===== config.mk =====
export PLATFORM = sky130hd
export DESIGN_NAME = inst_fetch_buffer
export DESIGN_NICKNAME = d
export VERILOG_FILES = /design/src/rtl/inst_fetch_buffer.sv
export SDC_FILE = /design/constraint.sdc
export NUM_CORES = 1
export LEC_CHECK = 0
export ABC_AREA = 0
export BUFFER_PORTS_ARGS = -buffer_cell sky130_fd_sc_hd__buf_2
export CORE_UTILIZATION = 58
export CTS_CLUSTER_SIZE = 40
export DETAILED_ROUTE_END_ITERATION = 10
export MAX_ROUTING_LAYER = met4
export PLACE_DENSITY_LB_ADDON = 0.15
export RECOVER_POWER = 25
export SLEW_MARGIN = 5
export SYNTH_ARGS = -nofsm -noshare
export SYNTH_HDL_FRONTEND = slang
export SYNTH_SLANG_ARGS = --single-unit
export TNS_END_PERCENT = 50

===== constraint.sdc =====
create_clock -name clk -period 8.85 [get_ports clk]
set_clock_uncertainty 0.15 [all_clocks]
set_input_delay 1.77 -clock clk [delete_from_list [all_inputs] [get_ports clk]]
set_output_delay 1.77 -clock clk [all_outputs]
set_load 0.03 [all_outputs]

===== src/rtl/inst_fetch_buffer.sv =====
// Instruction-fetch front end: sequential PC generation, ROM read handshake,
// and a PC-tagged instruction FIFO toward decode with flush-based redirection.
module inst_fetch_buffer #(
  parameter int unsigned       ADDR_W   = 32,
  parameter int unsigned       DATA_W   = 32,
  parameter int unsigned       DEPTH    = 4,
  parameter int unsigned       ROM_MSB  = 28,
  parameter logic [ADDR_W-1:0] RESET_PC = ADDR_W'(32'hBFC00000)
) (
  input  logic              clk,
  input  logic              rst,
  input  logic              ce,
  input  logic              flush,
  input  logic [ADDR_W-1:0] flush_pc,
  output logic              read_ce,
  output logic [ADDR_W-1:0] irom_addr,
  input  logic [DATA_W-1:0] rom_inst,
  input  logic              rfin_c,
  output logic              inst_valid,
  input  logic              inst_ready,
  output logic [DATA_W-1:0] inst,
  output logic [ADDR_W-1:0] inst_pc
);

  localparam int unsigned PTR_W = $clog2(DEPTH);
  localparam int unsigned CNT_W = $clog2(DEPTH + 1);

  typedef enum logic [1:0] {
    IDLE = 2'd0,
    REQ  = 2'd1,
    DROP = 2'd2
  } state_t;

  state_t            state, state_n;
  logic [ADDR_W-1:0] fetch_pc, fetch_pc_n;
  logic [ADDR_W-1:0] req_pc, req_pc_n;
  logic [CNT_W-1:0]  count, count_n;
  logic [PTR_W-1:0]  rd_ptr, rd_ptr_n, wr_ptr, wr_ptr_n;
  logic [ADDR_W-1:0] pc_mem   [DEPTH];
  logic [DATA_W-1:0] inst_mem [DEPTH];
  logic              push, pop, space;
  logic [ADDR_W-1:0] head_pc_n;
  logic [DATA_W-1:0] head_inst_n;

  // irom_addr is a slice of req_pc, so it holds steady for the whole request
  assign irom_addr = ADDR_W'(req_pc[ROM_MSB:2]);

  // FIFO bookkeeping; flush empties the queue outright
  always_comb begin
    push     = (state == REQ) && rfin_c && !flush;
    pop      = inst_valid && inst_ready;
    count_n  = count + CNT_W'(push) - CNT_W'(pop);
    space    = count_n < CNT_W'(DEPTH);
    rd_ptr_n = rd_ptr + PTR_W'(pop);
    wr_ptr_n = wr_ptr + PTR_W'(push);
    if (flush) begin
      count_n  = '0;
      rd_ptr_n = '0;
      wr_ptr_n = '0;
    end
  end

  // Next-state and fetch/request PC update
  always_comb begin
    state_n    = state;
    fetch_pc_n = fetch_pc;
    req_pc_n   = req_pc;
    unique case (state)
      IDLE: begin
        if (ce && !flush && space) begin
          state_n  = REQ;
          req_pc_n = fetch_pc;
        end
      end
      REQ: begin
        if (flush) begin
          state_n = rfin_c ? IDLE : DROP;
        end else if (rfin_c) begin
          fetch_pc_n = req_pc + ADDR_W'(4);
          if (ce && space) req_pc_n = req_pc + ADDR_W'(4);
          else             state_n  = IDLE;
        end
      end
      DROP: begin
        // the outstanding response ends the drop even if another flush arrives
        if (rfin_c) state_n = IDLE;
      end
      default: state_n = IDLE;
    endcase
    if (flush) fetch_pc_n = flush_pc & ~ADDR_W'(3);
  end

  // Head of queue next cycle; a push into an empty-after-pop FIFO bypasses memory
  always_comb begin
    head_pc_n   = '0;
    head_inst_n = '0;
    if (count_n != '0) begin
      if (push && (count == CNT_W'(pop))) begin
        head_pc_n   = req_pc;
        head_inst_n = rom_inst;
      end else begin
        head_pc_n   = pc_mem[rd_ptr_n];
        head_inst_n = inst_mem[rd_ptr_n];
      end
    end
  end

  always_ff @(posedge clk) begin
    if (!rst) begin
      state      <= IDLE;
      fetch_pc   <= RESET_PC;
      req_pc     <= RESET_PC;
      count      <= '0;
      rd_ptr     <= '0;
      wr_ptr     <= '0;
      read_ce    <= 1'b0;
      inst_valid <= 1'b0;
      inst       <= '0;
      inst_pc    <= '0;
    end else begin
      state      <= state_n;
      fetch_pc   <= fetch_pc_n;
      req_pc     <= req_pc_n;
      count      <= count_n;
      rd_ptr     <= rd_ptr_n;
      wr_ptr     <= wr_ptr_n;
      read_ce    <= (state_n != IDLE);
      inst_valid <= (count_n != '0);
      inst       <= head_inst_n;
      inst_pc    <= head_pc_n;
    end
  end

  // Queue storage; contents are qualified by count so no reset is needed
  always_ff @(posedge clk) begin
    if (push) begin
      pc_mem[wr_ptr]   <= req_pc;
      inst_mem[wr_ptr] <= rom_inst;
    end
  end

endmodule


# Yosys cells after proc, flatten, opt, wreduce, memory -nomap -nowiden
# Memory sizes are Yosys's and may differ from the RTL's.
# Cells that the tools add are included.
[totals] ff_bits=139 mem_bits_rw=256 in_bits=70 out_inout_bits=98 word_cells=67 memories=2
[memory_table] memory="inst_mem" depth=4 width=32 read_ports=1 rd_ports_with_merged_regs=0 write_ports=1 line_no="40" text="logic [DATA_W-1:0] inst_mem [DEPTH];"
[memory_table] memory="pc_mem" depth=4 width=32 read_ports=1 rd_ports_with_merged_regs=0 write_ports=1 line_no="39" text="logic [ADDR_W-1:0] pc_mem [DEPTH];"
[op_classes] addsub=5 n_lt_le_gt_ge=1 eq_ne=7 mux=21 bitwise=1 reduce_logical=19
[op_table] op="2-to-1 mux 32 bit" count=9
[op_table] op="one-hot mux 32 bit (2 select lines)" count=1
[op_table] op="adder 32 x 3 -> 32 bit (second input constant)" count=1
[op_table] op="2-to-1 mux 2 bit" count=7
[op_table] op="nonzero test 2 bit" count=4
[op_table] op="logical AND 1 bit" count=7
[op_table] op="!= test 2 bit (second input constant)" count=3
[op_table] op="one-hot mux 2 bit (3 select lines)" count=1
[op_table] op="AND reduction 2 bit" count=3
[op_table] op="AND reduction 5 bit" count=1
[op_table] op="adder 2 x 1 -> 2 bit" count=2
[op_table] op="adder 3 x 1 -> 3 bit" count=1
[op_table] op="== test 3 x 1 -> 1 bit" count=1
[op_table] op="less-than comparator 3 bit (second input constant)" count=1
[op_table] op="2-to-1 mux 3 bit" count=1
[op_table] op="nonzero test 3 bit" count=1
[op_table] op="subtractor 3 x 1 -> 3 bit" count=1
[op_table] op="== test 2 x 1 -> 1 bit (second input constant)" count=1
[op_table] op="== test 2 bit (second input constant)" count=1
[op_table] op="logical NOT 2 bit" count=1
[op_table] op="2-to-1 mux 1 bit" count=2
[op_table] op="!= test 2 x 1 -> 1 bit (second input constant)" count=1
[op_table] op="OR reduction 2 bit" count=1
[op_table] op="logical NOT 1 bit" count=1
[op_table] op="inverter 1 bit" count=1

# Longest topological paths before layout
# Gate-level depths: netlist (run 1).
[logic_depth] word_depth=12 ltp_mapped=17 ltp_nobuf=14

# Least setup slack after synthesis (run 1)
# OpenSTA, ideal clock, no wires.
[synth_path] kind="input to register" start="input port flush" end="memory inst_mem[2][0] (enable)" setup_time_ns=0.578 arrival_ns=6.917 required_time_ns=8.122 slack_ns=1.205 path_stages=4 path_buffers=1 path_cell_list="clkbuf_1 nor2_8 inv_4 nor3b_1"
[synth_between] elab_chain_cells=4
[synth_rtl] element="from (decl)" line_no="13" text="input logic flush,"
[synth_rtl] element="logical NOT 1 bit" line_no="50" text="push = (state == REQ) && rfin_c && !flush;"
[synth_rtl] element="logical AND 1 bit" line_no="50"
[synth_rtl] element="2-to-1 mux 1 bit" line_no="136" text="if (push) begin"
[synth_rtl] element="2-to-1 mux 1 bit (not written as such)" line_no="138" text="inst_mem[wr_ptr] <= rom_inst;"
[synth_rtl] element="to (decl)" line_no="40"
# Every way passes these cells.

# Final worst setup path (run 1)
[layout_path] start="input port flush" end="register inst_pc[29]"
[layout_between] elab_chain_cells=7 word_cells_on_any_way=11 classes_between="add/sub: 2; mux: 3; reduce/logical: 5; memory: 1"
[layout_rtl] element="logical NOT 1 bit" line_no="50"
[layout_rtl] element="logical AND 1 bit" line_no="50"
[layout_rtl] element="adder 3 x 1 -> 3 bit" line_no="52" text="count_n = count + CNT_W'(push) - CNT_W'(pop);"
[layout_rtl] element="subtractor 3 x 1 -> 3 bit" line_no="52"
[layout_rtl] element="2-to-1 mux 3 bit" line_no="56" text="if (flush) begin"
[layout_rtl] element="nonzero test 3 bit" line_no="97" text="if (count_n != '0) begin"
[layout_rtl] element="AND reduction 2 bit (no source line)"
[layout_rtl] element="to (signal assigned)" line_no="130" text="inst_pc <= head_pc_n;"
[layout_rtl] element="to (decl)" line_no="22" text="output logic [ADDR_W-1:0] inst_pc"
# Parallel ways exist; a longest one is shown, timed or not.
# A chain may end at the register's enable or synchronous reset.

==> impl_results.md, run 1 <==
- Status: complete, but fails checks
- Failing checks: design-rule violations
- Flop pwr share: 0.515
- Req. time, crit path: 9160 ps
- Post-layout total power: 3.89 mW
- Top area cells in the synthesized netlist: edfxtp_1 49%, dfxtp_1 18%, mux4_2 9.3%, a22o_1 3.6%, buf_4 1.6%
- Post-DP HPWL: 18.2 mm
- Synth Area in Simple Gates: 0.0720
- RSZ-0062 raised after global routing: false
- Clock root buffer: clkbuf_16
- Synth Area in XOR/XNOR: 0.0161
- Fin. max-slew vios: 0
- Drt initial violations: 852
- Max cap viols: 0
- Register area: 10500 µm²
- Final Non-Filler Cells: 1528
- Distinct cells, synth: 69
- Crit path DAT: 5530 ps
- Final Hold Vio Count: 0
- Area leader, netlist: edfxtp_1
- Multi-input logic area: 4520 µm²
- Post-Place Cells: 1450
- Combinational Power Share: 0.039
- Complex-gate fraction of the synthesized area: 0.0966
- Seq cells post-synth: 395
- Clock Tree Buf Depth: 3
- Post-DR vias/cell: 6.13
- ANT nets after route: 0
- Largest family of logic cells by synthesized area: compound AO/OA/AOI/OAI gates
- Pre-antenna DRT Iters: 8
- Nets: 1234
- Std-Cell Rows: 59
- Crit. End Element: flop
- WHS: 304 ps
- Crit path max fanout: 44
- Rel. slew slack: 0.268
- Min-delay worst type: reg -> reg
- Worst-Margin Slew: 1100 ps
- Post-Synth Adder-Cell Area: 0.00531
- Min Tclk post-route: 5210 ps
- Initial antenna violation count: 2
- P_leak: 6.30 nW
- Global placer's final weighted congestion: 0.803
- Die area: 27500 µm²
- Crit-path max cell delay: 700 ps
- Critical path class: in -> reg
- TritonCTS Buffers: 41
- Power per cell area: 219 nW/µm²
- CTS tree: done
- Net Sw Frac: 0.208
- Finish-stage setup viols: 0
- Cell Area, Synth: 15600 µm²
- Post_cts resized: 0
- Layout cells sized above 1: 0.259
- Pin count of the biggest net entering global routing: 65
- Starting density of the core: 0.594
- Postcts setup bufs: 0
- YS warnings: 0
- Crit path max-delay cell type: and2_2
- P&R area growth vs syn: 14.0%
- Power share of the clock group: 0.447
- CTS Hold Bufs: 0
- EDFF count, synth: 256
- Cell Chain, Critical Path: buf_2 -> buf_4 -> nor2_8 -> inv_4 -> ha_1 -> inv_1 -> ha_1 -> inv_1 -> fa_1 -> xnor3_1 -> a31oi_1 -> and2_2 -> buf_4 -> a22o_1
- Die Span X: 166 µm
- Startpoint Class: input port
- H-tree Lvls: 2
- Psw: 0.808 mW
- Global-route wire length before repair: 52.3 mm
- Vias: 9365
- Core area: 26200 µm²
- Routed len/inst: 21.2 µm
- Post-synthesis mux area share: 0.0966
- IO Port Bufs: 160
- Tcrit/Tclk final: 0.589
- Count leader, synth: edfxtp_1
- Max VDD drop: 190 µV
- Worst-path clk slew: 60 ps
- GR Overflow Total: 0
- Skew-Pair Late Insertion Delay: 530 ps
- Gate Count Post-Synth: 1044
- Vias in the first global route: 9476
- Avg Inst Size Synth: 14.9 µm²
- WL final: 32.4 mm
- Fillers: 1842
- Sum Neg Setup Slack: 0 ps
- Area share of the leading cell type in the synthesized netlist: 0.494
- Tot GR Track Use: 0.251
- Fraction of registers with async set or reset after synthesis: 0
- Top cells by count, synth: 256 x edfxtp_1, 139 x dfxtp_1, 64 x a22o_1, 64 x mux4_2, 63 x nand2_1
- Fmax achieved: 192 MHz
- P_int: 3.08 mW
- # IOs: 168
- Register area share after synthesis: 0.673
- # DRC: 13
- CTS sink cnt: 395
- Die H: 166 µm
- Most frequently used flop master after synthesis: edfxtp_1
## per-stage QoR
step / util / cell area, µm² / worst slack (ps)
final: 0.677 / 17700 / 3640
after CTS: 0.678 / 17800 / 3610
after global routing: 0.677 / 17700 / 3400
after detailed placement: 0.625 / 16400 / 3050
after global placement: 0.625 / 16400 / 3100
after floorplan: - / 15600 / 1210
## power by group through the flow
stage	clock, mW	sequential (mW)	combinational [mW]
2_1_floorplan	0	2.04	0.0969
3_3_place_gp	0	2.04	0.149
3_5_place_dp	0	2.04	0.152
4_1_cts	1.76	2.00	0.152
5_1_grt	1.84	2.00	0.165
6_report	1.74	2.00	0.151
## layout make-up
class                      count  area share
sequential                   395       0.590
clock buffer                  52      0.0654
tap                          335      0.0236
inverter                      11     0.00247
multi-input combinational    533       0.255
timing repair buffer         176      0.0505
clock inverter                24      0.0129
antenna                        2    0.000282
## per-layer routing
| layer | share of wire | global-route usage | vias to the layer above |
|---|---|---|---|
| li1 | - | - | 4261 |
| met3 | 0.060 | 0.0398 | 53 |
| met2 | 0.47 | 0.393 | 329 |
| met5 | 0 | - | - |
| met4 | 0.019 | 0.0622 | 0 |
| met1 | 0.45 | 0.349 | 4722 |
## flip-flops by register name (all words and copies together), names as in the netlist
register,flops
pc_mem,128
wr_ptr,2
inst_valid,1
fetch_pc,32
inst_pc,32
inst_mem,128
state,2
read_ce,1
req_pc,32
inst,32
rd_ptr,2
count,3
## worst max-delay path, delay by kind of cell
kind            cells  cell delay (ps)
buf+inv             6             1340
fa+ha+maj           3              740
simple gates        2              830
compound gates      2              470
xor+xnor            1              320
## path summary, 6_finish.rpt
check,end,depth (start not counted),from,slack (ps)
worst max-delay path,inst_pc[29]$_SDFF_PN0_,14,flush,3640
worst min-delay path,fetch_pc[1]$_SDFFE_PP0N_,2,fetch_pc[1]$_SDFFE_PP0N_,300
worst max register to register,inst_pc[29]$_SDFF_PN0_,14,state[0]$_SDFF_PN0_,3890
worst min register to register,fetch_pc[1]$_SDFFE_PP0N_,2,fetch_pc[1]$_SDFFE_PP0N_,300
## kinds of logic after synthesis
family,Yosys count
AO/OA/AOI/OAI,203
XOR/XNOR,27
adder cells (fa/ha/maj),6
buffers and inverters,120
flip-flops,395
multiplexers,70
other,1
AND/OR/NAND/NOR,222
## cells in the final DEF (no fill, tap or decap), drive strengths merged, types with 4 or more instances in the layout
cell type / instances
a211o: 4
a21oi: 39
a22o: 64
a31oi: 4
and3: 15
buf: 158
bufinv: 4
clkbuf: 70
clkinv: 15
clkinvlp: 4
conb: 5
dfxtp: 139
edfxtp: 256
ha: 5
inv: 12
mux2i: 5
mux4: 64
nand2: 64
nand3: 32
nand4: 9
nor2: 47
nor3: 18
nor4: 10
o2111ai: 5
o211ai: 7
o21ai: 22
o22ai: 9
o31a: 6
o31ai: 12
or3: 4
or4: 6
xnor2: 18
xor2: 8
(Power assumes the default switching activity.)
==> inputs of run 2 (changes only) <==
Settings changed: CORE_UTILIZATION 58 to 53.
Clock period 8.85 ns to 4.6 ns, I/O delays scaled along.
==> run 2 against run 1 <==
Against the previous run: the run now ends clean; register-to-register slack got worse by 2900 ps; clock power rose by 89%; combinational power rose by 98%; sequential cell count did not move; design area rose by 1.1%; clock-buffer cell count rose by 5; largest cell class unchanged.
==> impl_results.md, run 2 (same netlist as run 1, synthesis figures left out) <==
- Status: complete, no violations
- P&R area growth vs syn: 15.3%
- Hold-critical path depth: 2 (unchanged)
- Vias: 9390 (+0.27%)
- Tcrit/Tclk final: 0.792
- Fmax achieved: 274 MHz
- Fillers: 2205 (+20%)
- Finish-stage setup viols: 0 (unchanged)
- Sum Neg Setup Slack: 0 ps (unchanged)
- WHS: 310 ps (+6.38 ps)
- Fin. max-slew vios: 0 (unchanged)
- Buf+Inv Stages, Crit Path: 4 (-2)
- Initial antenna violation count: 0 (-2)
- Die Span X: 173 µm (+4.6%)
- Clock Tree Buf Depth: 3 (unchanged)
- CTS Hold Bufs: 0 (unchanged)
- Max cap viols: 0 (unchanged)
- Largest regs: inst_mem x128, pc_mem x128
- Crit. End Element: flop
- Critical path class: reg -> reg
- Post-Place Cells: 1512 (+4.3%)
- CTS sink cnt: 395 (unchanged)
- Cell depth of the worst flop-to-flop path: 15 (+1)
- Drt initial violations: 692 (-19%)
- Worst-Margin Slew: 1060 ps (-40.3 ps)
- ANT nets after route: 0 (unchanged)
- Power per cell area: 414 nW/µm² (+89%)
- Layout cells sized above 1: 0.248 (-0.0111)
- Die area: 30100 µm² (+9.3%)
- CTS tree: done
- P_leak: 6.32 nW (+0.19%)
- Post-DR vias/cell: 5.91 (-3.5%)
- Rel. slew slack: 0.295 (+0.0269)
- Design Area, Final: 17900 µm² (+1.1%)
- CP top delay family: simple AND/OR/NAND/NOR gates
- Req. time, crit path: 4840 ps (-4320 ps)
- RSZ-0062 raised after global routing: false
- FF-to-FF setup slack: 960 ps (-2930 ps)
- Crit path DAT: 3880 ps (-1650 ps)
- Min-delay worst type: reg -> reg
- Skew-Pair Late Insertion Delay: 520 ps (about the same)
- H-tree Lvls: 2 (unchanged)
- Min Tclk post-route: 3640 ps
- Vias in the first global route: 9126 (-3.7%)
- Core area: 28800 µm² (+9.8%)
- # DRC: 0 (-13)
- Max VDD drop: 235 µV (+24%)
- WL final: 33.7 mm (+4.0%)
- Startpoint Class: flop
- Post_cts resized: 0 (unchanged)
- Postcts setup bufs: 0 (unchanged)
- Final Hold Vio Count: 0 (unchanged)
- Global placer's final weighted congestion: 0.830 (+3.3%)
- Most frequent cells in the layout: 256 x edfxtp_1, 139 x dfxtp_1, 128 x buf_2
- Global-route wire length before repair: 52.7 mm (+0.89%)
- Nets: 1247 (+1.1%)
- IO Port Bufs: 160 (unchanged)
- Tot GR Track Use: 0.233 (-0.0183)
- Final Non-Filler Cells: 1588 (+3.9%)
- Std-Cell Rows: 62 (+5.1%)
- Clock root buffer: clkbuf_16
- Starting density of the core: 0.541 (-0.0531)
- Worst-path clk slew: 60 ps (about the same)
- Crit path max-delay cell type: and4b_1
- Pre-antenna DRT Iters: 5 (-3)
- Levels on crit path: 15 (+1)
- Pin count of the biggest net entering global routing: 65 (unchanged)
- TritonCTS Buffers: 41 (unchanged)
- GR Overflow Total: 0 (unchanged)
- Commonest non-fill, non-tap cell in the layout: edfxtp_1
- Crit path max fanout: 14 (-68%)
- Crit-path max cell delay: 510 ps (-190 ps)
- Routed len/inst: 21.2 µm (about the same)
- Inserted Diodes: 0 (-2)
- # IOs: 168 (unchanged)
- Dpl cell area: 16600 µm² (+1.6%)
- Die H: 173 µm (+4.6%)
- Post-DP HPWL: 19.3 mm (+5.9%)
- Cell Chain, Critical Path: and2b_4 -> nand2_4 -> nor2_8 -> inv_4 -> ha_1 -> inv_1 -> ha_1 -> inv_1 -> fa_1 -> xnor3_1 -> and4b_1 -> buf_4 -> o21ai_1 -> a21oi_1 -> nor2_1
==> run 2: worst min-delay path, stage by stage (launching register included) <==
cell and delay, ps:
dfxtp_1 310, nand2_1 50, a21oi_1 50
==> run 2: cell type report <==
cell class,instances,area (µm²),area share
clock buffers,57,1190,0.0662
flip-flops and latches,395,10500,0.583
clock inverters,19,170,0.00948
inverters,11,43.8,0.00244
well taps,384,480,0.0268
repair buffers,189,1060,0.0592
multi-input cells,533,4530,0.252
==> run 2: power by group <==
part	switching (mW)	internal (mW)
Sequential	0.0421	3.81
Combinational	0.193	0.105
Clock	1.31	1.97
Total	1.54	5.88
==> run 2: final timing paths <==
kind / endpoint / start
worst min-delay path: fetch_pc[0]$_SDFFE_PP0N_ / fetch_pc[0]$_SDFFE_PP0N_
worst min register to register: fetch_pc[0]$_SDFFE_PP0N_ / fetch_pc[0]$_SDFFE_PP0N_
worst max-delay path: req_pc[6]$_SDFFE_PN0P_ / state[0]$_SDFF_PN0_
worst max register to register: req_pc[6]$_SDFFE_PN0P_ / state[0]$_SDFF_PN0_
==> run 2: layer usage <==
metal	vias up	share of wire	routed length, µm	global-route usage
met5	-	0	0	-
li1	4292	-	-	-
met1	4752	0.44	15000	0.318
met4	0	0.016	523	0.0524
met3	47	0.055	1870	0.0410
met2	299	0.48	16300	0.367
==> run 2: metrics by stage <==
step,util,setup WS (ps),total power [mW]
after CTS,0.625,995,7.49
final,0.624,957,7.43
after detailed placement,0.578,617,4.23
after global placement,0.578,641,4.22
after global routing,0.624,757,7.68
after floorplan,-,-110,4.11
